[config.mk]
export PLATFORM = sky130hd
export DESIGN_NAME = user_sha_obi_sbr
export DESIGN_NICKNAME = d
export VERILOG_FILES = /design/src/rtl/user_sha_obi_sbr_pkg.sv /design/src/rtl/user_sha_obi_resp.sv /design/src/rtl/user_sha_obi_sbr.sv
export SDC_FILE = /design/constraint.sdc
export NUM_CORES = 1
export LEC_CHECK = 0
export BUFFER_PORTS_ARGS = -buffer_cell sky130_fd_sc_hd__buf_4
export CAP_MARGIN = 20
export CORE_AREA = 2 2 348 350
export CTS_CLUSTER_DIAMETER = 40
export DETAILED_ROUTE_END_ITERATION = 12
export DIE_AREA = 0 0 350 352
export PLACE_DENSITY = 0.57
export SETUP_SLACK_MARGIN = 0.3
export SKIP_LAST_GASP = 1
export SLEW_MARGIN = 20
export SYNTH_ARGS = -nofsm -noshare
export SYNTH_HDL_FRONTEND = slang
export SYNTH_SLANG_ARGS = --single-unit
[constraint.sdc]
create_clock -name clk_i -period 16.9 [get_ports clk_i]
set_clock_uncertainty 0.1 [all_clocks]
set_input_delay 0.845 -clock clk_i [delete_from_list [all_inputs] [get_ports clk_i]]
set_output_delay 0.845 -clock clk_i [all_outputs]
set_load 0.005 [all_outputs]
[src/rtl/user_sha_obi_sbr_pkg.sv]
// Shared types and register map for the SHA-256 OBI subordinate.
package user_sha_obi_sbr_pkg;

  localparam int unsigned ObiAddrWidth = 32;
  localparam int unsigned ObiDataWidth = 32;
  localparam int unsigned ObiIdWidth   = 4;

  typedef struct packed {
    logic                    req;
    logic                    we;
    logic [3:0]              be;
    logic [ObiAddrWidth-1:0] addr;
    logic [ObiDataWidth-1:0] wdata;
    logic [ObiIdWidth-1:0]   aid;
  } sbr_obi_req_t;

  typedef struct packed {
    logic                    gnt;
    logic                    rvalid;
    logic [ObiDataWidth-1:0] rdata;
    logic                    err;
    logic [ObiIdWidth-1:0]   rid;
  } sbr_obi_rsp_t;

  // Placement of this subordinate inside the user domain window.
  localparam logic [31:0] UserShaAddrOffset = 32'h0000_1000;
  localparam logic [31:0] UserShaAddrRange  = 32'h0000_1000;

  // Register byte offsets inside the 4 KiB window.
  localparam logic [31:0] ShaMsgOffset    = 32'h0000_0000;
  localparam logic [31:0] ShaCtrlOffset   = 32'h0000_0040;
  localparam logic [31:0] ShaStatusOffset = 32'h0000_0044;
  localparam logic [31:0] ShaDigestOffset = 32'h0000_0060;

  localparam int unsigned ShaMsgWords    = 16;
  localparam int unsigned ShaDigestWords = 8;

  typedef enum logic [1:0] {
    ShaIdle,
    ShaOffer,
    ShaCompute
  } sha_fsm_e;

  // Byte-enable merge of a write into an existing 32-bit word.
  function automatic logic [31:0] sha_be_merge(input logic [31:0] old_w,
                                               input logic [31:0] new_w,
                                               input logic [3:0]  be);
    logic [31:0] res;
    res = old_w;
    for (int unsigned b = 0; b < 4; b++) begin
      if (be[b]) res[8*b +: 8] = new_w[8*b +: 8];
    end
    return res;
  endfunction

endpackage

[src/rtl/user_sha_obi_resp.sv]
// One-deep OBI response register: a granted request yields rvalid one
// cycle later with registered rdata/err/rid.
module user_sha_obi_resp #(
  parameter int unsigned DataWidth = 32,
  parameter int unsigned IdWidth   = 4
) (
  input  logic                 clk_i,
  input  logic                 rst_i,
  input  logic                 valid_i,
  input  logic [DataWidth-1:0] rdata_i,
  input  logic                 err_i,
  input  logic [IdWidth-1:0]   id_i,
  output logic                 rvalid_o,
  output logic [DataWidth-1:0] rdata_o,
  output logic                 err_o,
  output logic [IdWidth-1:0]   rid_o
);

  logic                 rvalid_q;
  logic [DataWidth-1:0] rdata_q;
  logic                 err_q;
  logic [IdWidth-1:0]   rid_q;

  // Capture the response of the request granted this cycle.
  always_ff @(posedge clk_i) begin
    if (rst_i) begin
      rvalid_q <= 1'b0;
      rdata_q  <= '0;
      err_q    <= 1'b0;
      rid_q    <= '0;
    end else begin
      rvalid_q <= valid_i;
      rdata_q  <= valid_i ? rdata_i : '0;
      err_q    <= valid_i & err_i;
      rid_q    <= valid_i ? id_i : '0;
    end
  end

  assign rvalid_o = rvalid_q;
  assign rdata_o  = rdata_q;
  assign err_o    = err_q;
  assign rid_o    = rid_q;

endmodule

[src/rtl/user_sha_obi_sbr.sv]
// OBI subordinate fronting a SHA-256 compression core: message/digest
// register bank, control/status, and the block/digest handshake.
module user_sha_obi_sbr
  import user_sha_obi_sbr_pkg::*;
#(
  parameter type         obi_req_t  = sbr_obi_req_t,
  parameter type         obi_rsp_t  = sbr_obi_rsp_t,
  parameter logic [31:0] AddrOffset = 32'h0000_0000
) (
  input  logic           clk_i,
  input  logic           rst_i,
  input  obi_req_t       obi_req_i,
  output obi_rsp_t       obi_rsp_o,
  output logic           blk_valid_o,
  input  logic           blk_ready_i,
  output logic           blk_init_o,
  output logic [511:0]   blk_msg_o,
  input  logic           dig_valid_i,
  input  logic [255:0]   dig_i,
  output logic           busy_o
);

  localparam logic [9:0] CtrlIdx   = ShaCtrlOffset[11:2];
  localparam logic [9:0] StatusIdx = ShaStatusOffset[11:2];
  localparam logic [6:0] DigestBlk = ShaDigestOffset[11:5];

  sha_fsm_e    state_q;
  logic        blk_valid_q;
  logic        blk_init_q;
  logic        busy_q;
  logic        done_q;
  logic        init_q;
  logic [31:0] msg_q    [ShaMsgWords];
  logic [31:0] digest_q [ShaDigestWords];

  logic [11:0] rel_addr;
  logic [9:0]  word_idx;
  logic        is_msg, is_ctrl, is_status, is_dig, mapped;
  logic        busy, acc_err, wr_ok;
  logic        msg_we, ctrl_we, status_we, start;
  logic        init_d;
  logic [31:0] rdata_c;
  logic        rvalid, rsp_err;
  logic [31:0] rsp_rdata;
  logic [ObiIdWidth-1:0] rsp_rid;
  logic        unused_addr_bits;

  // Only bits [11:2] of the window-relative address select a register.
  assign rel_addr = obi_req_i.addr[11:0] - AddrOffset[11:0];
  assign word_idx = rel_addr[11:2];
  assign unused_addr_bits = ^{rel_addr[1:0], obi_req_i.addr[31:12]};

  assign is_msg    = (word_idx[9:4] == 6'd0);
  assign is_ctrl   = (word_idx == CtrlIdx);
  assign is_status = (word_idx == StatusIdx);
  assign is_dig    = (word_idx[9:3] == DigestBlk);
  assign mapped    = is_msg | is_ctrl | is_status | is_dig;

  assign busy = (state_q != ShaIdle);

  assign acc_err = ~mapped
                 | (obi_req_i.we & is_dig)
                 | (obi_req_i.we & (is_msg | is_ctrl) & busy)
                 | (~obi_req_i.we & is_dig & busy);

  assign wr_ok     = obi_req_i.req & obi_req_i.we & ~acc_err;
  assign msg_we    = wr_ok & is_msg;
  assign ctrl_we   = wr_ok & is_ctrl;
  assign status_we = wr_ok & is_status;
  // ctrl_we already implies IDLE, since CTRL writes error while busy.
  assign start     = ctrl_we & obi_req_i.be[0] & obi_req_i.wdata[0];
  assign init_d    = (ctrl_we & obi_req_i.be[0]) ? obi_req_i.wdata[1] : init_q;

  // Read mux; writes and erroring accesses return zero.
  always_comb begin
    rdata_c = '0;
    if (!obi_req_i.we && !acc_err) begin
      if (is_msg)         rdata_c = msg_q[word_idx[3:0]];
      else if (is_ctrl)   rdata_c = {30'd0, init_q, 1'b0};
      else if (is_status) rdata_c = {30'd0, done_q, busy};
      else if (is_dig)    rdata_c = digest_q[word_idx[2:0]];
    end
  end

  // Message words, byte-enable aware.
  always_ff @(posedge clk_i) begin
    if (rst_i) begin
      for (int unsigned i = 0; i < ShaMsgWords; i++) msg_q[i] <= '0;
    end else if (msg_we) begin
      msg_q[word_idx[3:0]] <= sha_be_merge(msg_q[word_idx[3:0]],
                                           obi_req_i.wdata, obi_req_i.be);
    end
  end

  // INIT control bit.
  always_ff @(posedge clk_i) begin
    if (rst_i) init_q <= 1'b0;
    else       init_q <= init_d;
  end

  // Start/done FSM with registered handshake outputs, DONE and digest.
  // The W1C of DONE is applied before the state case so a same-cycle
  // digest arrival sets DONE over the clear.
  always_ff @(posedge clk_i) begin
    if (rst_i) begin
      state_q     <= ShaIdle;
      blk_valid_q <= 1'b0;
      blk_init_q  <= 1'b0;
      busy_q      <= 1'b0;
      done_q      <= 1'b0;
      for (int unsigned i = 0; i < ShaDigestWords; i++) digest_q[i] <= '0;
    end else begin
      if (status_we && obi_req_i.be[0] && obi_req_i.wdata[1]) done_q <= 1'b0;
      case (state_q)
        ShaIdle: begin
          if (start) begin
            state_q     <= ShaOffer;
            blk_valid_q <= 1'b1;
            blk_init_q  <= init_d;
            busy_q      <= 1'b1;
            done_q      <= 1'b0;
          end
        end
        ShaOffer: begin
          if (blk_ready_i) begin
            state_q     <= ShaCompute;
            blk_valid_q <= 1'b0;
          end
        end
        ShaCompute: begin
          if (dig_valid_i) begin
            state_q <= ShaIdle;
            busy_q  <= 1'b0;
            done_q  <= 1'b1;
            for (int unsigned i = 0; i < ShaDigestWords; i++)
              digest_q[i] <= dig_i[255-32*i -: 32];
          end
        end
        default: begin
          state_q     <= ShaIdle;
          blk_valid_q <= 1'b0;
          busy_q      <= 1'b0;
        end
      endcase
    end
  end

  // MSG[0] occupies the most significant word of the block.
  always_comb begin
    blk_msg_o = '0;
    for (int unsigned i = 0; i < ShaMsgWords; i++)
      blk_msg_o[511-32*i -: 32] = msg_q[i];
  end

  assign blk_valid_o = blk_valid_q;
  assign blk_init_o  = blk_init_q;
  assign busy_o      = busy_q;

  user_sha_obi_resp #(
    .DataWidth (32),
    .IdWidth   (ObiIdWidth)
  ) u_resp (
    .clk_i    (clk_i),
    .rst_i    (rst_i),
    .valid_i  (obi_req_i.req),
    .rdata_i  (rdata_c),
    .err_i    (acc_err),
    .id_i     (obi_req_i.aid),
    .rvalid_o (rvalid),
    .rdata_o  (rsp_rdata),
    .err_o    (rsp_err),
    .rid_o    (rsp_rid)
  );

  // Bus response: grant is immediate, the rest comes from the register.
  always_comb begin
    obi_rsp_o        = '0;
    obi_rsp_o.gnt    = obi_req_i.req;
    obi_rsp_o.rvalid = rvalid;
    obi_rsp_o.rdata  = rsp_rdata;
    obi_rsp_o.err    = rsp_err;
    obi_rsp_o.rid    = rsp_rid;
  end

endmodule

==> results.md, run 1 <==
- Worst Tran Pin Value: 1.159 ns
- Met1 WL: 56380 µm
- Highest metal used: met4
- CTS Hold Bufs: 0
- Min Clock Period, post-route: 4.451 ns
- H-tree depth: 4
- Source of the worst register-to-register timing path: state_q[1]
- #FFs+latches synth: 813
- Vias in the first global route: approximately 25000
- Outcome: finished, final reports clean
- CTS Buf Count: around 140
- Largest family of logic cells by synthesized area: multiplexers
- Clock net sink count: 813
- Yosys top cell area share: 63.81%
- CP Launch Point: obi_req_i[46]
- DR WL/cell: ~31 µm
- Die H: ~350 µm
- Final Hold Vio Count: 0
- Ys async rst share: 0%
- PD cells: 112.8 nW/µm²
- Detail Route Antenna Nets: 0
- GRT overflow: 0
- Distinct cell type count after synthesis: 51
- Max Fanout on Critical Path: 33
- Initial DRC Count: between 2000 and 2500
- I/O pin cnt: between 800 and 900
- Initial Util: 30.29%
- Most frequent cell after synthesis: edfxtp_1
- WHS Endpoint: u_resp.rid_o[2]
- Max Root-Sink Buffers: 3
- Post-synthesis sequential area ratio: 66.30%
- Synth Warn #: 0
- Nets@finish: between 3000 and 4000
- Final setup violation count: 0
- Crit start category: input pin
- Core ar.: around 120000 µm²
- CP required: 17.15 ns
- Buffers on Ports: 865
- Leak: 0.01870 µW
- FF-to-FF setup slack: 12.66 ns
- DRT Wirelength: 153200 µm
- Hold_sp: obi_req_i[2]
- WL met2: 75120 µm
- Worst Hold Class: input pin to flop
- Post-cts sizing count: 0
- CP endpoint kind: flop
- Synth Area in Compound Gates: 3.666%
- Via density: 5.078
- Die X: 350 µm
- Max Slew Vio Count: 0
- First-pass iteration count of the detailed router: 5
- Global-route wire length before repair: 206000 µm
- Die area: 123200 µm²
- Adder-cell share of the synthesized area: 0%
- Achievable Freq: ~220 MHz
- Depth of the most critical reg-to-reg path: 4
- Largest area contributor in the netlist: edfxtp_1
- Arr. time, crit path: 4.70 ns
- Rows: 127
- CTS Root Cell: clkbuf_16
- RSZ-0062 raised after global routing: false
- Worst r2r dst: msg_q[10][12]
- Simple logic cell fraction of the synthesized area: roughly 12%
- Pre-CTS setup slack: 11.80 ns
- Setup Crit Path Kind: input pin to flop
- Mux contribution to synthesized area: 14.65%
- Maximum vdd drop: 0.08848 mV
- Largest net degree at the start of global routing: about 110
- CTS tree: built
- Tcrit/Tclk final: 26.34%
- Vias: 24910
- Share of cells above drive strength 1: about 45%
- Post-DP HPWL: 106700 µm
- Postcts setup bufs: 0
- Setup TNS: 0 ns
- Post-route setup slack: 12.45 ns
- Post-Synthesis Cells: 2336
- Gr usage total: between 20 and 25%
- Ys flop type: edfxtp_1
- Reg clk slew, reported paths: approximately 0.050 ns
- Post-synthesis average cell area: 15.47 µm²
- Initial antenna violation count: 10
- Clk_lat worst skew: 0.73 ns
- Max-cap violations: 0
- Top cells by area, synth: edfxtp_1 (64%), mux4_2 (12%), nor2_1 (4.2%), and2_1 (3.5%), dfxtp_1 (2.5%)
- Slew Limit Headroom: 22.74%
- Routability cong.: about 0.82
- Hold Path Depth: 2
- Xor-xnor portion of the synthesized cell area: 0%
- DRC violations left: 0
- Post-Syn Area: 36140 µm²
- Syn Nets: around 2700
- Synth top cells by count: edfxtp_1 (768), nor2_1 (404), and2_1 (204), mux4_2 (193), nor3_1 (115)
- Met3 Wirelength: between 15000 and 20000 µm
- EDFF count, synth: ~770
- Synth-to-layout area growth: 34.77%
-- final cells by class --
type	count	area, µm²
diodes	6	15.01
clock buffers	159	3605
clock inverters	87	885.9
fillers	11174	70630
inverters	6	22.52
multi-input cells	1310	11320
flip-flops and latches	813	23960
well taps	1612	2017
repair buffers	912	6880
-- through the flow --
step	util [%]	hold slack (ns)	cells	total power (µW)	area (µm²)
floorplan	-	0.3492	2336	2581	36140
global placement	37.03	0.3499	4653	2841	44190
detailed placement	37.03	0.3522	4653	2844	44190
CTS	40.79	0.1637	4899	5549	48680
global route	40.81	0.1900	4900	5657	48700
finish	40.82	0.2249	4905	5497	48710
-- layout by cell type (no fill, tap or decap), drive strengths merged, types with 19 or more instances in the layout --
cell type,instances
and2,204
inv,19
nor2b,84
mux4,193
clkbuf,160
nor2,414
nor3,115
a22oi,23
o221ai,24
mux2i,34
mux2,53
nand2b,28
o21ai,33
dfxtp,45
nand2,33
edfxtp,768
buf,911
clkinv,55
-- critical path: stages --
cell and delay [ns]:
buf_4 0.11, nor4_1 0.71, and4_1 0.97, nand3_4 0.95, nand2_4 1.03
-- registers in the layout (all words and copies together) (netlist names) --
signal / flops
msg_q: 512
digest_q: 256
blk_init_o: 1
done_q: 1
init_q: 1
blk_valid_o: 1
u_resp.rid_o: 4
state_q: 2
u_resp.rdata_o: 32
busy_o: 1
u_resp.rvalid_o: 1
u_resp.err_o: 1
-- worst max-delay path by stage --
stage,to,slack [ns],cells after the start
after floorplan,digest_q[0][0],9.45,3
after global placement,msg_q[10][12],11.80,6
after detailed placement,msg_q[10][12],11.80,5
after CTS,msg_q[10][21],12.59,5
after global routing,msg_q[10][21],12.44,5
final,msg_q[10][12],12.45,5
-- report_power, final --
part	total (µW)	switching, µW	internal, µW
Sequential	2310	39.0	2270
Clock	2700	1020	1680
Combinational	484	277	206
Total	5500	1340	4160
-- per-layer routing --
| layer | vias to the layer above | global-route usage (%) |
|---|---|---|
| met5 | - | 0 |
| met4 | 0 | 9.741 |
| met3 | 291 | 7.615 |
| met2 | 1452 | 40.72 |
| met1 | 12658 | 29.09 |
| li1 | 10509 | - |
-- cells by family (layout without fill, tap and decap cells) --
logic type	Yosys count	count (layout)
buf+inv	213	1164
flops	813	813
compound gates	113	113
other cells	0	6
mux	280	280
simple gates	917	917
Power figures use the tool's default switching activity.
==> run 2, diff against run 1 <==
--- a/config.mk
+++ b/config.mk
@@ -7,11 +7,11 @@
 export LEC_CHECK = 0
 export BUFFER_PORTS_ARGS = -buffer_cell sky130_fd_sc_hd__buf_4
 export CAP_MARGIN = 20
-export CORE_AREA = 2 2 348 350
+export CORE_AREA = 2 2 341 343
 export CTS_CLUSTER_DIAMETER = 40
 export DETAILED_ROUTE_END_ITERATION = 12
-export DIE_AREA = 0 0 350 352
-export PLACE_DENSITY = 0.57
+export DIE_AREA = 0 0 343 345
+export PLACE_DENSITY = 0.59
 export SETUP_SLACK_MARGIN = 0.3
 export SKIP_LAST_GASP = 1
 export SLEW_MARGIN = 20
==> constraint.sdc (replaced) <==
create_clock -name clk_i -period 4.1 [get_ports clk_i]
set_clock_uncertainty 0.1 [all_clocks]
set_input_delay 0.205 -clock clk_i [delete_from_list [all_inputs] [get_ports clk_i]]
set_output_delay 0.205 -clock clk_i [all_outputs]
set_load 0.005 [all_outputs]
==> results.md, run 2 (same netlist as run 1, synthesis figures left out) <==
- Depth of the most critical reg-to-reg path: 6
- Initial antenna violation count: 12
- Vias: 26450
- CP endpoint kind: flop
- CTS Buf Count: 120
- Max Root-Sink Buffers: 3
- Initial Util: 31.40%
- Hold Path Depth: 4
- Maximum vdd drop: 0.3063 mV
- Vias in the first global route: 27039
- CTS tree: built
- Biggest register: msg_q
- Most common cell after layout, fill and taps aside: buf_4
- Most frequent cells in the layout: buf_4 (946), edfxtp_1 (768), nor2_1 (403)
- Placed Area: about 45000 µm²
- I/O pin cnt: 888
- Outcome: finished, final reports clean
- Setup Crit Path Kind: input pin to flop
- Routability cong.: between 0.8 and 0.9
- CTS Root Cell: clkbuf_16
- DR WL/cell: 30.39 µm
- Detail Route Antenna Nets: 0
- Nets@finish: ~3800
- Clk_lat worst skew: 0.72 ns
- Die area: 118300 µm²
- CTS Hold Bufs: roughly 290
- H-tree depth: 3
- Reg clk slew, reported paths: 0.06 ns
- Clock net sink count: ~800
- Min Clock Period, post-route: 3.002 ns
- DRC violations left: 0
- Gr usage total: 25.81%
- Initial DRC Count: 2534
- Max-cap violations: 0
- Final Power: 22000 µW
- Largest net degree at the start of global routing: 92
- Worst hold slack: a little under 0.09 ns
- Slew Limit Headroom: a little over a third
- Max Fanout on Critical Path: 8
- Post-route cell area: 51600 µm²
- Post-cts sizing count: 0
- Die X: 343 µm
- Crit start category: input pin
- Final Hold Vio Count: 0
- Die H: 345 µm
- Postcts setup bufs: 0
- Max Slew Vio Count: 0
- Tcrit/Tclk final: 73.22%
- DRT Wirelength: 156200 µm
- GRT overflow: 0
- Max reg flops: 512
- Core ar.: 115100 µm²
- Achievable Freq: between 300 and 400 MHz
- Setup TNS: 0 ns
- Worst Hold Class: input pin to flop
- Buffers on Ports: 865
- Share of cells above drive strength 1: 41.71%
- Post-DP HPWL: 107600 µm
- Rows: 125
- PD cells: about 430 nW/µm²
- CP required: 4.66 ns
- Via density: 5.145
- Leak: 0.02003 µW
- Final setup violation count: 0
- Arr. time, crit path: 3.56 ns
- RSZ-0062 raised after global routing: false
- Filler cell count: 10237
- Synth-to-layout area growth: 42.75%
- Global-route wire length before repair: approximately 210000 µm
- First-pass iteration count of the detailed router: 5
- Worst Tran Pin Value: 0.9697 ns
==> run 2: cell types whose count changed in the layout (fill, tap and decap cells not counted), moves of 5 or more <==
cell / previous run / this run
nand2_4: 5 / 0
clkbuf_16: 140 / 121
buf_4: 907 / 946
buf_12: 1 / 15
inv_8: 0 / 11
dlygate4sd3_1: 0 / 294
clkbuf_1: 16 / 5
inv_6: 12 / 17
==> run 2: power breakdown <==
| part | internal, µW | leakage [µW] | switching [µW] | total (µW) |
|---|---|---|---|---|
| clock network | 6020 | 0.00194 | 4180 | 10200 |
| logic | 1060 | 0.00983 | 1200 | 2260 |
| registers | 9360 | 0.00827 | 176 | 9540 |
| total | 16400 | 0.0200 | 5550 | 22000 |
==> run 2: area by class of cell <==
cell class	count	area, µm²	share of cell area [%]
Antenna cell	6	15.01	0.02910
Clock buffer	126	3047	5.905
Clock inverter	97	968.4	1.877
Inverter	6	22.52	0.04365
Multi-Input combinational cell	1310	11280	21.86
Sequential cell	813	23960	46.44
Tap cell	1524	1907	3.696
Timing Repair Buffer	1259	10400	20.15
==> run 2: per-stage QoR <==
step	setup WS (ns)	instances	util (%)
floorplan	1.120	2336	-
global placement	0.8833	4618	38.75
detailed placement	0.9048	4618	38.76
CTS	1.177	5132	44.78
global route	0.9880	5138	44.82
finish	1.098	5141	44.82
==> run 2: path summary, 6_finish.rpt <==
path,endpoint,slack (ns),from
setup / recovery,init_q,1.10,obi_req_i[45]
hold reg to reg,done_q,0.40,done_q
hold / removal,msg_q[9][2],0.09,obi_req_i[6]
setup reg to reg,msg_q[9][7],1.17,state_q[1]
==> run 2: critical path, cell delays in order <==
cell and delay [ns]:
dlygate4sd3_1 0.54, buf_4 0.14, nor4_1 0.59, nand3b_1 0.39
or3_1 0.44, dlygate4sd3_1 0.57, a21oi_1 0.14, dlygate4sd3_1 0.56
==> run 2: per-layer routing <==
layer	global-route usage, %	up-vias	wire length (µm)
met5	0	-	34
met3	7.238	270	14570
met1	31.06	13521	58140
li1	-	11166	-
met4	8.609	4	5380
met2	44.27	1489	78120
